File: src/rtl/mem_stage.sv
// Memory-access stage: resolves the branch, performs latency-modelled loads and stores
// against a word-addressed data RAM, and registers results into the MEM/WB boundary.
module mem_stage #(
  parameter int DEPTH   = 128,
  parameter int MEM_LAT = 2
) (
  input  logic        clk_i,
  input  logic        rst_i,
  input  logic        WB_RegWrite_i,
  input  logic        WB_MemtoReg_i,
  input  logic        M_branch_i,
  input  logic        M_MemRead_i,
  input  logic        M_MemWrite_i,
  input  logic [31:0] Adder2_i,
  input  logic        zero_i,
  input  logic [31:0] ALU_result_i,
  input  logic [31:0] Write_data_i,
  input  logic [4:0]  MUX2_i,
  output logic        PCSrc_o,
  output logic [31:0] branch_target_o,
  output logic        stall_o,
  output logic        WB_RegWrite_o,
  output logic        WB_MemtoReg_o,
  output logic [31:0] Read_data_o,
  output logic [31:0] ALU_result_o,
  output logic [4:0]  MUX2_o,
  output logic        misalign_o
);
  localparam int AW = $clog2(DEPTH);

  typedef enum logic {IDLE, BUSY} state_t;

  state_t        state_q, state_d;
  logic [3:0]    cnt_q, cnt_d;
  logic [31:0]   mem [DEPTH];
  logic          access, aligned, is_read, commit, bubble, stall, mem_we;
  logic [AW-1:0] idx;
  logic          rw_q, rw_d, m2r_q, m2r_d, mis_q, mis_d;
  logic [31:0]   rdata_q, rdata_d, alu_q, alu_d;
  logic [4:0]    mux_q, mux_d;
  logic          unused_addr_hi;

  assign access  = M_MemRead_i | M_MemWrite_i;
  assign aligned = (ALU_result_i[1:0] == 2'b00);
  assign is_read = M_MemRead_i & ~M_MemWrite_i;
  assign idx     = ALU_result_i[AW+1:2];
  // Upper address bits are dropped so the address space wraps modulo DEPTH words.
  assign unused_addr_hi = ^ALU_result_i[31:AW+2];

  assign PCSrc_o         = M_branch_i & zero_i;
  assign branch_target_o = Adder2_i;
  assign stall_o         = stall & ~rst_i;

  always_comb begin
    state_d = state_q;
    cnt_d   = cnt_q;
    stall   = 1'b0;
    commit  = 1'b0;
    bubble  = 1'b0;
    case (state_q)
      IDLE: begin
        if (access && aligned) begin
          if (MEM_LAT == 1) begin
            commit = 1'b1;
          end else begin
            stall   = 1'b1;
            bubble  = 1'b1;
            cnt_d   = 4'(MEM_LAT - 1);
            state_d = BUSY;
          end
        end
      end
      BUSY: begin
        if (cnt_q > 4'd1) begin
          stall  = 1'b1;
          bubble = 1'b1;
          cnt_d  = cnt_q - 4'd1;
        end else begin
          commit  = 1'b1;
          cnt_d   = 4'd0;
          state_d = IDLE;
        end
      end
      default: state_d = IDLE;
    endcase
  end

  always_comb begin
    rw_d    = WB_RegWrite_i;
    m2r_d   = WB_MemtoReg_i;
    alu_d   = ALU_result_i;
    mux_d   = MUX2_i;
    rdata_d = 32'd0;
    mis_d   = (state_q == IDLE) && access && !aligned;
    if (bubble) begin
      rw_d  = 1'b0;
      m2r_d = 1'b0;
      alu_d = 32'd0;
      mux_d = 5'd0;
    end else if (commit && is_read) begin
      rdata_d = mem[idx];
    end
  end

  // A write that would coincide with reset is dropped, so an aborted access never lands.
  assign mem_we = commit & M_MemWrite_i & ~rst_i;

  always_ff @(posedge clk_i) begin
    if (mem_we) mem[idx] <= Write_data_i;
  end

  always_ff @(posedge clk_i or posedge rst_i) begin
    if (rst_i) begin
      state_q <= IDLE;
      cnt_q   <= 4'd0;
      rw_q    <= 1'b0;
      m2r_q   <= 1'b0;
      rdata_q <= 32'd0;
      alu_q   <= 32'd0;
      mux_q   <= 5'd0;
      mis_q   <= 1'b0;
    end else begin
      state_q <= state_d;
      cnt_q   <= cnt_d;
      rw_q    <= rw_d;
      m2r_q   <= m2r_d;
      rdata_q <= rdata_d;
      alu_q   <= alu_d;
      mux_q   <= mux_d;
      mis_q   <= mis_d;
    end
  end

  assign WB_RegWrite_o = rw_q;
  assign WB_MemtoReg_o = m2r_q;
  assign Read_data_o   = rdata_q;
  assign ALU_result_o  = alu_q;
  assign MUX2_o        = mux_q;
  assign misalign_o    = mis_q;
endmodule

File: config.mk
export PLATFORM = sky130hd
export DESIGN_NAME = mem_stage
export DESIGN_NICKNAME = d
export VERILOG_FILES = /design/src/rtl/mem_stage.sv
export SDC_FILE = /design/constraint.sdc
export NUM_CORES = 2
export LEC_CHECK = 0
export CAP_MARGIN = 10
export CORE_ASPECT_RATIO = 0.9
export CORE_MARGIN = 2
export CORE_UTILIZATION = 40
export CTS_BUF_LIST = sky130_fd_sc_hd__clkbuf_2 sky130_fd_sc_hd__clkbuf_4 sky130_fd_sc_hd__clkbuf_8
export DETAILED_ROUTE_END_ITERATION = 8
export PLACE_DENSITY_LB_ADDON = 0.25
export SYNTH_ARGS = -nofsm -noshare
export SYNTH_HDL_FRONTEND = slang
export SYNTH_SLANG_ARGS = --single-unit
File: constraint.sdc
create_clock -name clk_i -period 4.7 [get_ports clk_i]
set_input_delay 0.705 -clock clk_i [delete_from_list [all_inputs] [get_ports clk_i]]
set_output_delay 0.705 -clock clk_i [all_outputs]
set_load 0.05 [all_outputs]
==> flow_summary_export.csv <==
group,metric,value,unit
status,run_status,"finished clean",
power,power_leakage,63.82,nW
synthesis,postSynthRegisterBits,4173,
clocking,tritoncts,"built",
clocking,skew_pair_late_insertion_delay,1.23,ns
timing,max_slew.worst_pin.slew,1.265,ns
power,net-switching-power,18.15,mW
clocking,post_cts_repair_setup_buffers,0,
drt,drt_first_pass_iters,6,
timing,fin_skew,0.09607,ns
timing,slew_headroom,15.66,%
placed_design,placement.io_buffers,150,
timing,finalSetupViolations,0,
timing,hold_violations,0,
synthesis,synth_edf_count,4096,
placed_design,placed_cells_incl_taps,14310,
clocking,worst_case_clock_buffer_depth,4,
critical_path,crit_path_top_delay_cell,"sky130_fd_sc_hd__clkdlybuf4s50_1",
critical_path,worstRegToRegCells,8,
power,cellPowerDensity,409.7,nW/um2
worst_hold_path,worst_hold_path.num_cells,1,
timing,final.setup.worst_slack,0.4915,ns
critical_path,critPathArrivalTime,3.50,ns
floorplanning,core_region_area,398600,um2
critical_path,critical_path_peak_fanout,4,
placed_design,detailedPlacementHpwl,286000,um
grt,largest_net_degree_at_the_start_of_global_routing,129,
floorplanning,die-area,404800,um2
power,power.clock.fraction,39.6,%
placed_design,globalplace.congestion,0.8374,
clocking,cts_clock_pin_slew_for_the_worst_setup_and_hold_paths,0.06,ns
clocking,clock-root-buffer,"sky130_fd_sc_hd__clkbuf_8",
synthesis,ys_seq_area_share,78.14,%
clocking,h-tree-depth,6,
cells_and_area,layout.filler_cells,33640,
worst_hold_path,hold-path-endpoint,"mem[22][13]",
floorplanning,die_y,603.8,um
timing,fmax,237.6,MHz
drt,wl_per_cell,31.11,um
timing,fin_crit,4.209,ns
synthesis,syn-cell-area,159900,um2
power,p_sw_share,23.61,%
critical_path,crit_path_cell_trace,"inv_1 -> ha_1 -> o2111ai_1 -> nand2_2 -> nor2_1 -> clkdlybuf4s50_1",
worst_hold_path,worst_hold_path_class,"primary input to flop",
drt,detailroute.via_count,89260,
grt,grt_overflow,0,
timing,grt_setup_unrepaired,"false",
cells_and_area,area.growth.synth_to_final,17.34,%
floorplanning,dieWidth,670.4,um
power,vdd_drop_max,0.2718,mV
critical_path,timing.critical_path.from_type,"flop",
power,p_comb_share,6.7,%
synthesis,synth_cell_types,34,
synthesis,ys_dominant_reg_cell,"sky130_fd_sc_hd__edfxtp_1",
power,share_seq_of_total_power,53.7,%
drt,drt.antenna.violating_nets,0,
cells_and_area,mostFrequentLayoutCells,"sky130_fd_sc_hd__edfxtp_1 (4096), sky130_fd_sc_hd__mux2i_1 (2048), sky130_fd_sc_hd__o22ai_1 (1025)",
drt,initialDrtViolationCount,10540,
floorplanning,num_rows,220,
critical_path,crit_family,"buffers and inverters",
power,p_int,58.72,mW
cells_and_area,final-instance-count-excl-fill,15610,
synthesis,avg_cell_area_syn,18.29,um2
clocking,cts_sinks,4173,
synthesis,syn_inst,8739,
job,max-cap-violations,0,
critical_path,timing.rr.start,"cnt_q[0]",
worst_hold_path,timing.hold.worst.start,"Write_data_i[13]",
drt,post-route-drc-count,0,
floorplanning,ioPinCount,215,
clocking,cts_repair_resize_count,0,
grt,grt_usage,23.32,%
critical_path,crit_path_end_kind,"output pin",
critical_path,cp.required,3.99,ns
timing,finalCritPeriodShare,89.54,%
critical_path,timing_worst_setup_path_type,"flop to output pin",
synthesis,yosys_warning_total,0,
synthesis,synth-async-reset-ratio,1.845,%
placed_design,dp_slack,-0.2128,ns
drt,detail_route.vias_per_cell,5.718,
drt,finalWirelength,485600,um
grt,first_global_vias,87680,
synthesis,synth_fp_nets,8850,
critical_path,crit_path_buf_inv_count,2,
timing,drv_slew,0,
clocking,num_cts_buffers,674,
cells_and_area,most_common_cell_after_layout_fill_and_taps_aside,"sky130_fd_sc_hd__edfxtp_1",
critical_path,reg2reg_slack,1.15,ns
cells_and_area,layout-drive-gt1-share,18.48,%
grt,grt_pass1_wl,673400,um
grt,grt_antenna_before_repair,50,
critical_path,critical_path.max_stage_delay,0.84,ns
floorplanning,start_util,40.11,%
cells_and_area,fin_nets,9808,
critical_path,crit-reg2reg-capture,"mem[89][18]",
state kept, by name, indices dropped and copies added, names as in the netlist:
signal and cells:
cnt_q 4, WB_RegWrite_o 1, WB_MemtoReg_o 1, Read_data_o 32, mem 4096, ALU_result_o 32, MUX2_o 5, misalign_o 1
state_q 1
worst register-to-register path, cell delays in order, from the launching register on:
cell                        delay (ns)
sky130_fd_sc_hd__dfrtp_1          0.41
sky130_fd_sc_hd__inv_1            0.10
sky130_fd_sc_hd__ha_1             0.22
sky130_fd_sc_hd__o2111ai_1        0.32
sky130_fd_sc_hd__and4bb_2         0.65
sky130_fd_sc_hd__nand2_2          0.57
sky130_fd_sc_hd__buf_12           0.41
sky130_fd_sc_hd__nor2_4           0.15
sky130_fd_sc_hd__buf_12           0.26
cells by family after synthesis:
kind of cell	Yosys count	synth area share, %
compound gates	1706	6.575
fa+ha+maj	2	0.01565
buf+inv	582	1.798
flops	4173	78.14
mux	2048	12.82
simple gates	228	0.6511
metrics by stage:
stage	hold WS (ns)	setup TNS, ns	utilization (%)	instance area (um2)	total power, mW
floorplan	0.4798	0	-	159900	44.48
global placement	0.5127	-2.752	43.61	173800	47.00
detailed placement	0.5387	-0.5745	43.66	174000	47.08
CTS	0.02025	0	47.03	187400	77.31
global route	0.09897	0	47.06	187600	79.07
finish	0.1030	0	47.07	187600	76.87
how the worst max path moves through the flow:
stage / cells after the start / startpoint / endpoint
floorplan: 8 / ALU_result_i[2] / mem[100][0]
global placement: 9 / ALU_result_i[4] / Read_data_o[27]
detailed placement: 8 / ALU_result_i[4] / Read_data_o[19]
CTS: 6 / cnt_q[0] / stall_o
global route: 6 / cnt_q[0] / stall_o
finish: 6 / cnt_q[0] / stall_o
synthesized netlist by cell type (all sizes together), types with 4 or more instances:
cell type,count,area [um2]
a41oi,128,1121
and2,42,262.8
buf,410,2228
clkbuf,166,624.3
dfrtp,77,1927
edfxtp,4096,123000
inv,6,22.52
mux2i,2048,20500
nand2,27,103.9
nand2b,4,25.02
nand3,4,20.02
nor2,135,506.7
nor2b,6,37.54
o21ai,515,2577
o22ai,1025,6412
o41a,32,360.4
power by group through the flow:
stage / clock (mW) / sequential, mW / combinational, mW
6_report: 30.5 / 41.3 / 5.12
2_1_floorplan: 0 / 42.4 / 2.09
3_5_place_dp: 0 / 42.0 / 5.05
5_1_grt: 32.5 / 41.3 / 5.33
3_3_place_gp: 0 / 42.0 / 4.97
4_1_cts: 31.0 / 41.3 / 5.09
what timing repair did:
action                     CTS  global route
hold endpoints to repair   252             0
setup endpoints to repair    0             0
hold buffers                41             0
routing by layer:
metal  global-route usage, %  share of wire [%]
met1                   32.37                 42
met2                   37.12                 47
met3                   4.245                8.2
met4                   7.947                3.2
met5                       0              0.026
final cells by class:
cell class | count | area (um2) | area share (%)
diodes | 60 | 150.1 | 0.08003
flip-flops and latches | 4173 | 124900 | 66.59
inverters | 6 | 25.02 | 0.01334
clock buffers | 913 | 11210 | 5.978
repair buffers | 858 | 9588 | 5.111
well taps | 5328 | 6666 | 3.553
multi-input cells | 3984 | 33240 | 17.72
clock inverters | 290 | 1792 | 0.9551
(Power assumes the default switching activity.)
